File: src/rtl/vid_timing_pkg.sv
// -----------------------------------------------------------------------------
// vid_timing_pkg
// Shared constants and helpers for the raster timing generator.
//   - DEF_* : the default 640x480@60 mode (25 MHz pixel rate from 50 MHz)
//   - vid_total()    : sum of active + porches + sync for one axis
//   - vid_width_ok() : true when a counter of width w can hold 0..total-1
// -----------------------------------------------------------------------------
package vid_timing_pkg;

    localparam int DEF_H_ACTIVE = 640;
    localparam int DEF_H_FP     = 16;
    localparam int DEF_H_SYNC   = 96;
    localparam int DEF_H_BP     = 48;
    localparam int DEF_V_ACTIVE = 480;
    localparam int DEF_V_FP     = 10;
    localparam int DEF_V_SYNC   = 2;
    localparam int DEF_V_BP     = 33;
    localparam bit DEF_HS_POL   = 1'b0;
    localparam bit DEF_VS_POL   = 1'b0;
    localparam int DEF_CE_DIV   = 2;
    localparam int DEF_XW       = 10;
    localparam int DEF_YW       = 10;

    function automatic int vid_total(input int active, input int fp,
                                     input int sync, input int bp);
        return active + fp + sync + bp;
    endfunction

    function automatic bit vid_width_ok(input int total, input int w);
        return (w >= $clog2(total));
    endfunction

endpackage

File: src/rtl/vid_timing_gen_if.sv
// -----------------------------------------------------------------------------
// vid_timing_gen_if
// Bundle of raster timing outputs.
//   master : driven by vid_timing_gen
//   slave  : consumed by the video pipeline / scan-out logic
// Signals: ce_pix, hs, vs, de, hblank, vblank, x[XW], y[YW],
//          line_start, frame_start
// -----------------------------------------------------------------------------
interface vid_timing_gen_if #(
    parameter int XW = 10,
    parameter int YW = 10
);
    logic          ce_pix;
    logic          hs;
    logic          vs;
    logic          de;
    logic          hblank;
    logic          vblank;
    logic [XW-1:0] x;
    logic [YW-1:0] y;
    logic          line_start;
    logic          frame_start;

    modport master (
        output ce_pix, hs, vs, de, hblank, vblank, x, y, line_start, frame_start
    );

    modport slave (
        input ce_pix, hs, vs, de, hblank, vblank, x, y, line_start, frame_start
    );
endinterface

File: src/rtl/vid_ce_div.sv
// -----------------------------------------------------------------------------
// vid_ce_div
// Pixel clock-enable divider. ce_cnt runs 0..CE_DIV-1; ce_pix is a registered
// one-clk pulse on each wrap (continuously high when CE_DIV = 1).
// Ports:
//   clk    in  system clock
//   reset  in  asynchronous active-high reset
//   enable in  count when high; counter and ce_pix cleared at next edge when low
//   ce_pix out pixel clock-enable
// -----------------------------------------------------------------------------
module vid_ce_div #(
    parameter int CE_DIV = 2
) (
    input  logic clk,
    input  logic reset,
    input  logic enable,
    output logic ce_pix
);

    localparam int CW = (CE_DIV > 1) ? $clog2(CE_DIV) : 1;
    localparam logic [CW-1:0] CNT_LAST = CW'(CE_DIV - 1);

    logic [CW-1:0] ce_cnt_q, ce_cnt_d;
    logic          ce_pix_q, ce_pix_d;

    always_comb begin
        ce_cnt_d = ce_cnt_q;
        ce_pix_d = 1'b0;
        if (!enable) begin
            ce_cnt_d = '0;
        end else if (ce_cnt_q == CNT_LAST) begin
            // With CE_DIV = 1 the counter sits at 0 and this fires every cycle.
            ce_cnt_d = '0;
            ce_pix_d = 1'b1;
        end else begin
            ce_cnt_d = ce_cnt_q + 1'b1;
        end
    end

    always_ff @(posedge clk or posedge reset) begin
        if (reset) begin
            ce_cnt_q <= '0;
            ce_pix_q <= 1'b0;
        end else begin
            ce_cnt_q <= ce_cnt_d;
            ce_pix_q <= ce_pix_d;
        end
    end

    assign ce_pix = ce_pix_q;

endmodule

File: src/rtl/vid_timing_gen.sv
// -----------------------------------------------------------------------------
// vid_timing_gen
// Parametrised raster timing generator. Derives ce_pix from clk and produces
// x/y counters plus registered sync, blanking, data-enable and strobes.
// Ports:
//   clk    in  system clock
//   reset  in  asynchronous active-high reset (enters restart state)
//   enable in  run when high; restart state at next edge when low
//   vif    vid_timing_gen_if.master : ce_pix, hs, vs, de, hblank, vblank,
//                                     x, y, line_start, frame_start
// Restart state is (H_TOTAL-1, V_TOTAL-1) so the first pixel enable lands the
// raster on (0,0) and fires both start strobes.
// -----------------------------------------------------------------------------
module vid_timing_gen
    import vid_timing_pkg::*;
#(
    parameter int H_ACTIVE = DEF_H_ACTIVE,
    parameter int H_FP     = DEF_H_FP,
    parameter int H_SYNC   = DEF_H_SYNC,
    parameter int H_BP     = DEF_H_BP,
    parameter int V_ACTIVE = DEF_V_ACTIVE,
    parameter int V_FP     = DEF_V_FP,
    parameter int V_SYNC   = DEF_V_SYNC,
    parameter int V_BP     = DEF_V_BP,
    parameter bit HS_POL   = DEF_HS_POL,
    parameter bit VS_POL   = DEF_VS_POL,
    parameter int CE_DIV   = DEF_CE_DIV,
    parameter int XW       = DEF_XW,
    parameter int YW       = DEF_YW
) (
    input  logic             clk,
    input  logic             reset,
    input  logic             enable,
    vid_timing_gen_if.master vif
);

    localparam int H_TOTAL = vid_total(H_ACTIVE, H_FP, H_SYNC, H_BP);
    localparam int V_TOTAL = vid_total(V_ACTIVE, V_FP, V_SYNC, V_BP);

    if (H_ACTIVE == 0 || V_ACTIVE == 0 || H_SYNC == 0 || V_SYNC == 0 || CE_DIV == 0) begin : g_bad_mode
        $error("vid_timing_gen: H_ACTIVE, V_ACTIVE, H_SYNC, V_SYNC and CE_DIV must be non-zero");
    end
    if (!vid_width_ok(H_TOTAL, XW) || !vid_width_ok(V_TOTAL, YW)) begin : g_bad_width
        $error("vid_timing_gen: XW/YW too narrow for H_TOTAL/V_TOTAL");
    end

    localparam logic [XW-1:0] X_LAST = XW'(H_TOTAL - 1);
    localparam logic [YW-1:0] Y_LAST = YW'(V_TOTAL - 1);

    // Decode bounds carry one extra bit: with a zero back porch the sync end
    // equals the total, which may be exactly 2**XW.
    localparam logic [XW:0] H_ACT_END = (XW+1)'(H_ACTIVE);
    localparam logic [XW:0] HS_BEG    = (XW+1)'(H_ACTIVE + H_FP);
    localparam logic [XW:0] HS_END    = (XW+1)'(H_ACTIVE + H_FP + H_SYNC);
    localparam logic [YW:0] V_ACT_END = (YW+1)'(V_ACTIVE);
    localparam logic [YW:0] VS_BEG    = (YW+1)'(V_ACTIVE + V_FP);
    localparam logic [YW:0] VS_END    = (YW+1)'(V_ACTIVE + V_FP + V_SYNC);

    logic ce_pix;

    vid_ce_div #(
        .CE_DIV (CE_DIV)
    ) u_ce_div (
        .clk    (clk),
        .reset  (reset),
        .enable (enable),
        .ce_pix (ce_pix)
    );

    logic [XW-1:0] x_q, x_d, x_nxt;
    logic [YW-1:0] y_q, y_d, y_nxt;
    logic          de_q, de_d;
    logic          hblank_q, hblank_d;
    logic          vblank_q, vblank_d;
    logic          hs_q, hs_d;
    logic          vs_q, vs_d;
    logic          line_start_q, line_start_d;
    logic          frame_start_q, frame_start_d;

    always_comb begin
        x_nxt         = x_q;
        y_nxt         = y_q;
        x_d           = x_q;
        y_d           = y_q;
        de_d          = de_q;
        hblank_d      = hblank_q;
        vblank_d      = vblank_q;
        hs_d          = hs_q;
        vs_d          = vs_q;
        line_start_d  = 1'b0;
        frame_start_d = 1'b0;

        if (!enable) begin
            // Restart outputs are forced rather than decoded so they stay
            // inactive even when a zero back porch puts H_TOTAL-1 in sync.
            x_d      = X_LAST;
            y_d      = Y_LAST;
            de_d     = 1'b0;
            hblank_d = 1'b1;
            vblank_d = 1'b1;
            hs_d     = ~HS_POL;
            vs_d     = ~VS_POL;
        end else if (ce_pix) begin
            if (x_q == X_LAST) begin
                x_nxt = '0;
                y_nxt = (y_q == Y_LAST) ? '0 : y_q + 1'b1;
            end else begin
                x_nxt = x_q + 1'b1;
            end

            // Decode from the next count so outputs move on the same edge as x/y.
            // vs depends only on y, which changes only when x wraps to 0.
            x_d           = x_nxt;
            y_d           = y_nxt;
            hblank_d      = ({1'b0, x_nxt} >= H_ACT_END);
            vblank_d      = ({1'b0, y_nxt} >= V_ACT_END);
            de_d          = ({1'b0, x_nxt} <  H_ACT_END) && ({1'b0, y_nxt} < V_ACT_END);
            hs_d          = (({1'b0, x_nxt} >= HS_BEG) && ({1'b0, x_nxt} < HS_END)) ? HS_POL : ~HS_POL;
            vs_d          = (({1'b0, y_nxt} >= VS_BEG) && ({1'b0, y_nxt} < VS_END)) ? VS_POL : ~VS_POL;
            line_start_d  = (x_nxt == '0);
            frame_start_d = (x_nxt == '0) && (y_nxt == '0);
        end
    end

    always_ff @(posedge clk or posedge reset) begin
        if (reset) begin
            x_q           <= X_LAST;
            y_q           <= Y_LAST;
            de_q          <= 1'b0;
            hblank_q      <= 1'b1;
            vblank_q      <= 1'b1;
            hs_q          <= ~HS_POL;
            vs_q          <= ~VS_POL;
            line_start_q  <= 1'b0;
            frame_start_q <= 1'b0;
        end else begin
            x_q           <= x_d;
            y_q           <= y_d;
            de_q          <= de_d;
            hblank_q      <= hblank_d;
            vblank_q      <= vblank_d;
            hs_q          <= hs_d;
            vs_q          <= vs_d;
            line_start_q  <= line_start_d;
            frame_start_q <= frame_start_d;
        end
    end

    assign vif.ce_pix      = ce_pix;
    assign vif.x           = x_q;
    assign vif.y           = y_q;
    assign vif.de          = de_q;
    assign vif.hblank      = hblank_q;
    assign vif.vblank      = vblank_q;
    assign vif.hs          = hs_q;
    assign vif.vs          = vs_q;
    assign vif.line_start  = line_start_q;
    assign vif.frame_start = frame_start_q;

endmodule
File: src/flat_wrapper.sv
// flat-port wrapper written by rule: the top's interface ports become plain ports
module vid_timing_gen_flat import vid_timing_pkg::*;
#(
    parameter int H_ACTIVE = DEF_H_ACTIVE,
    parameter int H_FP     = DEF_H_FP,
    parameter int H_SYNC   = DEF_H_SYNC,
    parameter int H_BP     = DEF_H_BP,
    parameter int V_ACTIVE = DEF_V_ACTIVE,
    parameter int V_FP     = DEF_V_FP,
    parameter int V_SYNC   = DEF_V_SYNC,
    parameter int V_BP     = DEF_V_BP,
    parameter bit HS_POL   = DEF_HS_POL,
    parameter bit VS_POL   = DEF_VS_POL,
    parameter int CE_DIV   = DEF_CE_DIV,
    parameter int XW       = DEF_XW,
    parameter int YW       = DEF_YW
)
  (clk, reset, enable, vif_ce_pix, vif_hs, vif_vs, vif_de, vif_hblank, vif_vblank, vif_x, vif_y, vif_line_start, vif_frame_start);
  vid_timing_gen_if #(.XW(XW), .YW(YW)) vif_i ();
  input  logic clk;
  input  logic reset;
  input  logic enable;
  output wire logic [$bits(vif_i.ce_pix)-1:0] vif_ce_pix;
  output wire logic [$bits(vif_i.hs)-1:0] vif_hs;
  output wire logic [$bits(vif_i.vs)-1:0] vif_vs;
  output wire logic [$bits(vif_i.de)-1:0] vif_de;
  output wire logic [$bits(vif_i.hblank)-1:0] vif_hblank;
  output wire logic [$bits(vif_i.vblank)-1:0] vif_vblank;
  output wire logic [$bits(vif_i.x)-1:0] vif_x;
  output wire logic [$bits(vif_i.y)-1:0] vif_y;
  output wire logic [$bits(vif_i.line_start)-1:0] vif_line_start;
  output wire logic [$bits(vif_i.frame_start)-1:0] vif_frame_start;
  assign vif_ce_pix = vif_i.ce_pix;
  assign vif_hs = vif_i.hs;
  assign vif_vs = vif_i.vs;
  assign vif_de = vif_i.de;
  assign vif_hblank = vif_i.hblank;
  assign vif_vblank = vif_i.vblank;
  assign vif_x = vif_i.x;
  assign vif_y = vif_i.y;
  assign vif_line_start = vif_i.line_start;
  assign vif_frame_start = vif_i.frame_start;
  vid_timing_gen #(.H_ACTIVE(H_ACTIVE), .H_FP(H_FP), .H_SYNC(H_SYNC), .H_BP(H_BP), .V_ACTIVE(V_ACTIVE), .V_FP(V_FP), .V_SYNC(V_SYNC), .V_BP(V_BP), .HS_POL(HS_POL), .VS_POL(VS_POL), .CE_DIV(CE_DIV), .XW(XW), .YW(YW)) u_core (.clk(clk), .reset(reset), .enable(enable), .vif(vif_i));
endmodule
File: config.mk
export PLATFORM = sky130hd
export DESIGN_NAME = vid_timing_gen_flat
export DESIGN_NICKNAME = d
export VERILOG_FILES = /design/src/rtl/vid_timing_pkg.sv /design/src/rtl/vid_timing_gen_if.sv /design/src/rtl/vid_ce_div.sv /design/src/rtl/vid_timing_gen.sv /design/src/flat_wrapper.sv
export SDC_FILE = /design/constraint.sdc
export NUM_CORES = 1
export LEC_CHECK = 0
export CORE_AREA = 5 5 118 64
export CTS_CLUSTER_DIAMETER = 30
export DETAILED_ROUTE_END_ITERATION = 7
export DIE_AREA = 0 0 123 69
export SYNTH_ARGS = -nofsm -noshare
export SYNTH_HDL_FRONTEND = slang
export SYNTH_SLANG_ARGS = --single-unit
export TNS_END_PERCENT = 100
File: constraint.sdc
create_clock -name clk -period 3.65 [get_ports clk]
set_clock_uncertainty 0.1 [all_clocks]
set_input_delay 0.73 -clock clk [delete_from_list [all_inputs] [get_ports clk]]
set_output_delay 0.73 -clock clk [all_outputs]
set_load 0.01 [all_outputs]
==> flow_summary.yaml <==
detailed_routing:
  drt_iter0_markers: 199
  drcViolationCount: 0
  drtPass1Iterations: 4
  vias: 1794
  wl_per_cell_um: 16.3
  vias_per_cell: 5.20
  wl_um: 5630
  ant_nets: 0
timing:
  period_minus_slack_ps: 2910
  fin_ws_ps: 736
  fin_tns_setup_ps: 0
  rsz0062_at_grt: "false"
  drv_slew: 0
  period_share_pct: 79.8
  finalSetupViolations: 0
  relSlewSlack_pct: 41.1
  final_hold_viol_count: 0
  tightest_slew_ps: 883
  max_freq_mhz: 343
worst_hold_path:
  hold_class: "register to register"
  min_delay_path_depth: 1
  hp-start: "u_core.u_ce_div.ce_cnt_q"
  whs_endpoint: "u_core.u_ce_div.ce_cnt_q"
run:
  maxCapViolCount: 0
synth:
  netlist_instances: 227
  synth_cell_types: 49
  yosys_warnings: 0
  synth_ff_type: "dfrtp_1"
  synth-seq-cells: 29
  syn_nets: 234
  synth-edff-count: 0
  async_reset_ff_share_pct: 100
  syn_area_per_cell_um2: 8.82
  syn_area_um2: 2000
  yosysSeqAreaShare_pct: 37.1
final_layout:
  synthToLayoutAreaGrowth_pct: 24.4
  final_cell_mix: "30 x clkdlybuf4s50_1, 26 x nand2_1, 22 x nor2_1, 15 x dfrtp_1, 14 x dfstp_2"
  utilization_pct: 38.7
  final_common_cell: "clkdlybuf4s50_1"
  instances_no_fill: 345
  fin_area_um2: 2490
  n_antenna_cell: 0
  fin_nets: 259
  drive_above_1_share_pct: 16.2
global_routing:
  grt_max_degree: 26
  grt_pass1_vias: 1630
  grt_pass1_wl_um: 9050
  antenna_found_initial: 0
  grtUsageTotal_pct: 13.6
  globalRouteOverflowTotal: 0
floorplanning:
  die_x_um: 123
  num_rows: 21
  core_area_um2: 6440
  dieArea_um2: 8490
  initial_core_util_pct: 31.1
  num_io_pins: 31
  die_h_um: 69
setup_path:
  crit_required_ps: 3700
  cp-end-kind: "register"
  regToRegSetupSlack_ps: 740
  cp_data_arrival_time_ps: 2970
  cpLargestDelayFamily: "simple AND/OR/NAND/NOR gates"
  r2r_start: "u_core.vif.x[0]"
  crit_chain: "ha_1, nand4_1, or3_1, o211ai_1, nand2_1, nor4_2, nor4b_2"
  r2r-end: "u_core.vif.frame_start"
  rr_worst_depth: 7
  max_stage_delay_ps: 580
  worstSetupPathType: "register to register"
  crit_fanout: 7
  start_kind: "register"
  worst_path_max_delay_cell: "dfstp_2"
  cp_num_buf_inv: 0
cts:
  cts_sinks: 29
  cts_setup_buffers: 0
  cts_tree: "done"
  worstSkewPairLatency_ps: 280
  path_clk_slew_ps: 50
  cts.hold.buffers_added: 0
  cts_resized: 0
  clockBufferDepth: 2
  cts_buffers: 5
  htreeDepth: 2
  cts-root-buf: "clkbuf_16"
power_and_ir_drop:
  vdd_ir_drop_max_mv: 0.156
  p_leak_nw: 0.956
  power_density_nw_per_um2: 410
outcome:
  status: "finished, final reports clean"
placed_design:
  io_buffers: 30
  dp.cells: 337
  post_dp_cell_area_um2: 2350
  dp_hpwl_um: 4200
  gp_congestion: 0.849
  place_ws_ps: 792
[through the flow]
| stage | total power [mW] | hold slack, ps |
|---|---|---|
| global placement | 0.619 | 304 |
| global route | 1.07 | 324 |
| finish | 1.02 | 309 |
| CTS | 1.02 | 309 |
| detailed placement | 0.620 | 303 |
| floorplan | 0.550 | 289 |
[cells by family after synthesis]
group / after synthesis / synth area share [%]
AOI/OAI and AO/OA: 41 / 14.2
xor gates and xnor gates: 17 / 7.43
adders and majority gates: 4 / 2.50
buffers and inverters: 24 / 6.25
DFF: 29 / 37.1
muxes: 3 / 1.50
and+or+nand+nor: 109 / 31.0
[state kept, by name (all words and copies together) (netlist names)]
register,flops
u_core.u_ce_div.ce_cnt_q,1
u_core.u_ce_div.ce_pix,1
u_core.vif.de,1
u_core.vif.frame_start,1
u_core.vif.hblank,1
u_core.vif.hs,1
u_core.vif.line_start,1
u_core.vif.vblank,1
u_core.vif.vs,1
u_core.vif.x,10
u_core.vif.y,10
[layout make-up]
class | instances | area, µm²
inverters | 8 | 30.0
repair buffers | 34 | 330
flip-flops and latches | 29 | 743
clock buffers | 6 | 129
clock inverters | 2 | 10.0
multi-input cells | 174 | 1130
fillers | 655 | 3950
well taps | 92 | 115
[power by group]
part           leakage (nW)  internal, mW  total [mW]  switching [mW]
Sequential            0.354         0.344       0.371          0.0269
Clock                0.0706         0.250       0.402           0.152
Combinational         0.531        0.0992       0.251           0.151
Total                 0.956         0.693        1.02           0.330
[worst register-to-register path: cells and delay by family, from the launching register on]
family,cells,cell delay (ps)
compound gates,1,170
fa+ha+maj,1,320
flops,1,580
simple gates,5,1630
[synthesized netlist by cell type (3+ instances only)]
cell / n / area (µm²)
xor2_1: 11 / 96.3
nor2_1: 22 / 82.6
a21oi_1: 10 / 50.1
a31oi_1: 3 / 18.8
nor3_1: 9 / 45.0
dfstp_2: 14 / 368
clkbuf_1: 6 / 22.5
nand2_1: 26 / 97.6
o211ai_1: 4 / 30.0
xnor2_1: 6 / 52.6
dfrtp_1: 15 / 375
nand3_1: 13 / 65.1
buf_4: 4 / 30.0
inv_1: 8 / 30.0
ha_1: 4 / 50.1
buf_2: 4 / 20.0
o21ai_0: 9 / 45.0
nand4_1: 6 / 37.5
nand2b_1: 4 / 25.0
and3_1: 3 / 18.8
or3_1: 4 / 25.0
mux2i_1: 3 / 30.0
nor2b_1: 4 / 25.0
[layer usage]
layer	GRT usage (%)	share of wire, %	up-vias
li1	-	-	857
met1	22.3	55	860
met2	16.2	36	70
met3	3.59	7.9	7
met4	4.66	1.2	0
met5	0	0	-
[how the worst max path moves through the flow]
| stage | startpoint | endpoint | slack (ps) | cells past startpoint |
|---|---|---|---|---|
| after global routing | u_core.vif.x[0] | u_core.vif.frame_start | 620 | 7 |
| final | u_core.vif.x[0] | u_core.vif.frame_start | 740 | 7 |
| after floorplan | u_core.vif.x[0] | u_core.vif.y[4] | 1240 | 8 |
| after CTS | u_core.vif.x[0] | u_core.vif.frame_start | 760 | 7 |
| after detailed placement | u_core.vif.x[0] | u_core.vif.frame_start | 790 | 7 |
| after global placement | u_core.vif.x[0] | u_core.vif.frame_start | 790 | 7 |
No activity file was read; power rests on OpenSTA's default activity.
